[config.mk]
export PLATFORM = sky130hd
export DESIGN_NAME = audio_address_sequencer
export DESIGN_NICKNAME = d
export VERILOG_FILES = /design/src/rtl/audio_address_sequencer.sv
export SDC_FILE = /design/constraint.sdc
export NUM_CORES = 1
export LEC_CHECK = 0
export BUFFER_PORTS_ARGS = -buffer_cell sky130_fd_sc_hd__buf_2
export CORE_ASPECT_RATIO = 0.9
export CORE_MARGIN = 2
export CORE_UTILIZATION = 30
export CTS_CLUSTER_DIAMETER = 60
export CTS_CLUSTER_SIZE = 8
export DETAILED_ROUTE_END_ITERATION = 10
export SYNTH_ARGS = -nofsm -noshare
export SYNTH_HDL_FRONTEND = slang
export SYNTH_SLANG_ARGS = --single-unit
[constraint.sdc]
create_clock -name clk -period 4.9 [get_ports clk]
set_clock_uncertainty 0.05 [all_clocks]
set_input_delay 0.245 -clock clk [delete_from_list [all_inputs] [get_ports clk]]
set_output_delay 0.245 -clock clk [all_outputs]
set_load 0.01 [all_outputs]
[src/rtl/audio_address_sequencer.sv]
// audio_address_sequencer
// Walks the audio image in flash one 32-bit word at a time over Avalon-MM.
// Each word is split into two 16-bit samples, paced by sample_tick.
// Build option: define AUDIO_SEQ_LOOP_EN to wrap around at the image ends.
// Without it, the sequencer parks at the boundary and raises at_end.
module audio_address_sequencer #(
   parameter logic [22:0] START_ADDR = 23'h000000,
   parameter logic [22:0] END_ADDR   = 23'h07FFFF
) (
   input  logic        clk,
   input  logic        reset,
   input  logic        play,
   input  logic        count_forward,
   input  logic        reset_address,
   input  logic        sample_tick,
   output logic        flash_mem_read,
   output logic [22:0] flash_mem_address,
   output logic [3:0]  flash_mem_byteenable,
   input  logic        flash_mem_waitrequest,
   input  logic [31:0] flash_mem_readdata,
   input  logic        flash_mem_readdatavalid,
   output logic [15:0] audio_sample,
   output logic        sample_valid,
   output logic        at_end
);

   typedef enum logic [2:0] {
      IDLE,
      READ,
      WAIT_DATA,
      EMIT0,
      WAIT_TICK2,
      EMIT1,
      ADVANCE
   } state_t;

   state_t      r_state;
   state_t      w_state_next;
   logic [22:0] r_addr;
   logic [31:0] r_word;
   logic        r_dir;
   logic        r_rewind_pend;
   logic        r_read;
   logic [15:0] r_sample;
   logic        r_valid;

   logic        w_tick;
   logic        w_parked;
   logic        w_at_bound;
   logic        w_rewind_adv;
   logic [22:0] w_rewind_addr;
   logic [22:0] w_step_addr;

   // A tick only counts while playing.
   assign w_tick        = play & sample_tick;
   // The rewind target depends on the direction requested at the moment of the load.
   assign w_rewind_addr = count_forward ? START_ADDR : END_ADDR;
   // The boundary is the end of the image in the direction of the word just played.
   assign w_at_bound    = r_dir ? (r_addr == END_ADDR) : (r_addr == START_ADDR);
   assign w_step_addr   = r_dir ? (w_at_bound ? START_ADDR : r_addr + 23'd1)
                                : (w_at_bound ? END_ADDR   : r_addr - 23'd1);
   // A rewind that arrives in ADVANCE itself is applied right away, like a pending one.
   assign w_rewind_adv  = r_rewind_pend | reset_address;

`ifdef AUDIO_SEQ_LOOP_EN
   assign w_parked = 1'b0;
   assign at_end   = 1'b0;
`else
   logic r_at_end;
   logic r_end_fwd;

   assign w_parked = r_at_end;
   assign at_end   = r_at_end;

   // Boundary flag: set when ADVANCE reaches an end, cleared by a rewind
   // or by turning the direction away from the end that was reached.
   always_ff @(posedge clk) begin
      if (reset) begin
         r_at_end  <= 1'b0;
         r_end_fwd <= 1'b1;
      end else if (r_state == ADVANCE && !w_rewind_adv && w_at_bound) begin
         r_at_end  <= 1'b1;
         r_end_fwd <= r_dir;
      end else if (r_at_end && (reset_address || (count_forward != r_end_fwd))) begin
         r_at_end  <= 1'b0;
      end
   end
`endif

   assign flash_mem_read       = r_read;
   assign flash_mem_address    = r_addr;
   assign flash_mem_byteenable = 4'hF;
   assign audio_sample         = r_sample;
   assign sample_valid         = r_valid;

   // State register.
   always_ff @(posedge clk) begin
      if (reset) r_state <= IDLE;
      else       r_state <= w_state_next;
   end

   // Next-state logic; a rewind in IDLE or WAIT_TICK2 beats a simultaneous tick.
   always_comb begin
      w_state_next = r_state;
      case (r_state)
         IDLE:       if (!reset_address && w_tick && !w_parked) w_state_next = READ;
         READ:       if (!flash_mem_waitrequest) w_state_next = WAIT_DATA;
         WAIT_DATA:  if (flash_mem_readdatavalid) w_state_next = EMIT0;
         EMIT0:      w_state_next = WAIT_TICK2;
         WAIT_TICK2: begin
            if (reset_address)  w_state_next = IDLE;
            else if (w_tick)    w_state_next = EMIT1;
         end
         EMIT1:      w_state_next = ADVANCE;
         ADVANCE:    w_state_next = IDLE;
         default:    w_state_next = IDLE;
      endcase
   end

   // Datapath: registered outputs are loaded one cycle ahead of the state that shows them.
   always_ff @(posedge clk) begin
      if (reset) begin
         r_addr        <= START_ADDR;
         r_word        <= '0;
         r_dir         <= 1'b1;
         r_rewind_pend <= 1'b0;
         r_read        <= 1'b0;
         r_sample      <= '0;
         r_valid       <= 1'b0;
      end else begin
         r_read  <= (w_state_next == READ);
         r_valid <= 1'b0;
         case (r_state)
            IDLE: begin
               if (reset_address) r_addr <= w_rewind_addr;
            end
            WAIT_TICK2: begin
               if (reset_address) begin
                  // Direct rewind supersedes any rewind still pending for this word.
                  r_addr        <= w_rewind_addr;
                  r_rewind_pend <= 1'b0;
               end else if (w_tick) begin
                  r_sample <= r_dir ? r_word[31:16] : r_word[15:0];
                  r_valid  <= 1'b1;
               end
            end
            ADVANCE: begin
               r_rewind_pend <= 1'b0;
               if (w_rewind_adv) begin
                  r_addr <= w_rewind_addr;
               end
`ifdef AUDIO_SEQ_LOOP_EN
               else begin
                  r_addr <= w_step_addr;
               end
`else
               else if (!w_at_bound) begin
                  r_addr <= w_step_addr;
               end
`endif
            end
            default: begin
               // READ, WAIT_DATA, EMIT0, EMIT1: a rewind is deferred to ADVANCE.
               if (reset_address) r_rewind_pend <= 1'b1;
               if (r_state == WAIT_DATA && flash_mem_readdatavalid) begin
                  r_word   <= flash_mem_readdata;
                  r_dir    <= count_forward;
                  r_sample <= count_forward ? flash_mem_readdata[15:0] : flash_mem_readdata[31:16];
                  r_valid  <= 1'b1;
               end
            end
         endcase
      end
   end

endmodule

==> flow_summary.toml <==
[cts]
cts_buffers = 9
ctsResizeCount = 0
cts.sinks = 80
insertion_delay_ns = 0.34
cts_setup_buffers = 0
h-tree-depth = 3
clk_pin_slew_ns = 0.06
cts_tree = "built"
ctsHoldBuffers = 0
root_buffer = "clkbuf_16"
cts.path.max_buffers = 2

[global_routing]
grt_overflow = 0
antenna_found_initial = 0
grt_use_total_pct = 15.6
grt_pass1_wl_um = 22200
grt_pass1_vias = 4204
grt_max_degree = 64

[min_path]
holdCritPathClass = "primary input to flop"

[logic_synthesis]
synth_most_common_cell = "nand2_1"
synth.distinct_cells = 58
synthCells = 636
synth.avg_cell_area_um2 = 7.68
synth_edf_count = 0
ys_ff_latch = 80
synth_area_leader_cell = "dfxtp_1"
synth_common_cells = "nand2_1 (98), a21oi_1 (81), dfxtp_1 (80), nor2_1 (52), a211oi_1 (39)"
yosysTopAreaCellShare_pct = 32.8
yosysWarnings = 0
synthTopCellsByArea = "dfxtp_1 (33%), a21oi_1 (8.3%), nand2_1 (7.5%)"
synthArstFlopShare_pct = 0
synth_flop_cell = "dfxtp_1"
syn_area_um2 = 4880
synth-seq-area-share_pct = 32.8

[run]
maxCapViolCount = 0

[place]
gp_congestion = 0.833
placed_area_um2 = 5400
dp_cells = 887
numPortBuffers = 81
hpwl_um = 9450

[worst_setup_path]
cp_slowest_cell = "a211oi_1"
r2r_setup_slack_ns = 1.78
crit_path_end_kind = "flop"
slowest_delay_ns = 0.72
endpoint = "flash_mem_address[13]"
path_depth = 9
worstSetupPathType = "flop to flop"
crit_chain = "inv_1 -> ha_1 -> a21o_1 -> a21oi_2 -> a21oi_1 -> a211oi_1 -> xnor2_1 -> a21oi_1 -> nor2_1"
cp_max_fo = 23
start_kind = "flop"
required_ns = 5.08
critPathTopFamily = "compound AO/OA/AOI/OAI gates"
cp.buffers_inverters = 1
rr_startpoint = "r_dir"
r2r_end = "flash_mem_address[13]"
cp-startpoint = "r_dir"
arrival_ns = 3.30
reg2reg_depth = 9
cpMostUsedCell = "a21oi_1"

[die]
dieWidth_um = 138
core_area_um2 = 16000
die_h_um = 125
io_pins = 86
dieArea_um2 = 17300
row_count = 44
start_util_pct = 30.5

[sta]
tightest_slew_ns = 1.16
setup_viol = 0
timing_hold_violations_final = 0
finalCritPeriodShare_pct = 63.6
final_max_slew_viol_count = 0
rsz0062_at_grt = "false"
slew_headroom_pct = 22.8
fmax_mhz = 321
fin_crit_ns = 3.12
tns_ns = 0

[power]
p_leak_nw = 2.39
finalPower_w = 0.00164
peakVddDrop_mv = 0.171
pwr_density_cell_nw_per_um2 = 287

[cells_and_area]
fin_util_pct = 35.7
fillerInstances = 1683
diodes = 0
area_growth_syn_to_layout_pct = 17.2
final_cells = 903
drive_gt1_share_pct = 17.8
nNetsFinal = 753
fin_area_um2 = 5720

[route]
wl_um = 13600
postRouteAntennaNets = 0
via_per_inst = 5.13
initialDrtViolationCount = 296
routed_wire_length_per_instance_um = 15.1
drtPass1Iterations = 4
drc = 0
dr_total_vias = 4629

[outcome]
outcome = "finished clean"
-- worst min-delay path by stage --
stage / cells after the start / start / endpoint / slack, ns
4_1_cts: 3 / flash_mem_readdata[21] / r_word[21] / 0.1
5_1_grt: 3 / flash_mem_readdata[28] / r_word[28] / 0.1
2_1_floorplan: 2 / flash_mem_readdata[0] / r_word[0] / 0.33
6_report: 3 / flash_mem_readdata[21] / r_word[21] / 0.10
3_5_place_dp: 2 / r_word[15] / r_word[15] / 0.40
3_3_place_gp: 2 / r_word[15] / r_word[15] / 0.39
-- cell type report --
class / count / area [um^2] / area share, %
clock buffer: 10 / 229 / 4.00
sequential: 80 / 1600 / 28.0
multi-input combinational: 501 / 3040 / 53.2
clock inverter: 6 / 91.3 / 1.60
timing repair buffer: 88 / 458 / 8.00
inverter: 11 / 41.3 / 0.721
tap: 207 / 259 / 4.52
-- worst register-to-register path: stages, from the launching register on --
cell,delay [ns]
dfxtp_1,0.31
inv_1,0.62
ha_1,0.44
a21o_1,0.22
a21oi_2,0.18
a21oi_1,0.12
a211oi_1,0.72
xnor2_1,0.13
a21oi_1,0.17
nor2_1,0.06
-- cell families after synthesis --
logic type | share of synthesized area [%]
adder cells (fa/ha/maj) | 5.79
AND/OR/NAND/NOR | 22.1
flip-flops | 32.8
AO/OA/AOI/OAI | 27.4
other | 0.0768
XOR/XNOR | 2.33
multiplexers | 4.13
buffers and inverters | 5.33
-- state kept, by name, indices dropped and copies added (netlist names) --
signal	count
at_end	1
flash_mem_read	1
r_rewind_pend	1
sample_valid	1
r_dir	1
r_end_fwd	1
flash_mem_address	23
r_word	32
audio_sample	16
r_state	3
-- cells in the final DEF (no fill, tap or decap), drive strengths merged, types with 8 or more instances in the layout --
cell	count
clkbuf	10
inv	13
a21oi	87
dfxtp	80
a211oi	39
ha	21
xnor2	13
nand3	8
buf	88
nand4	13
nor4	13
nor3	9
nand2	98
a21o	11
nor2b	18
nor2	52
o21ai	29
mux2i	19
-- through the flow --
step	hold WS (ns)	setup WS, ns
finish	0.103	1.78
global route	0.0993	1.55
global placement	0.392	1.86
CTS	0.0958	1.83
floorplan	0.331	1.47
detailed placement	0.397	1.84
-- per-layer routing --
metal | vias to the layer above | share of wire (%) | global-route usage [%]
li1 | 2408 | - | -
met1 | 2120 | 50 | 21.5
met2 | 83 | 45 | 24.1
met3 | 18 | 3.8 | 3.33
met4 | 0 | 2.0 | 5.70
met5 | - | 0 | 0
-- report_power, final --
group | switching, W | internal (W) | total [W]
sequential | 0.0000258 | 0.000671 | 0.000696
clock | 0.000282 | 0.000450 | 0.000732
combinational | 0.000130 | 0.0000822 | 0.000213
Power figures use the tool's default switching activity.
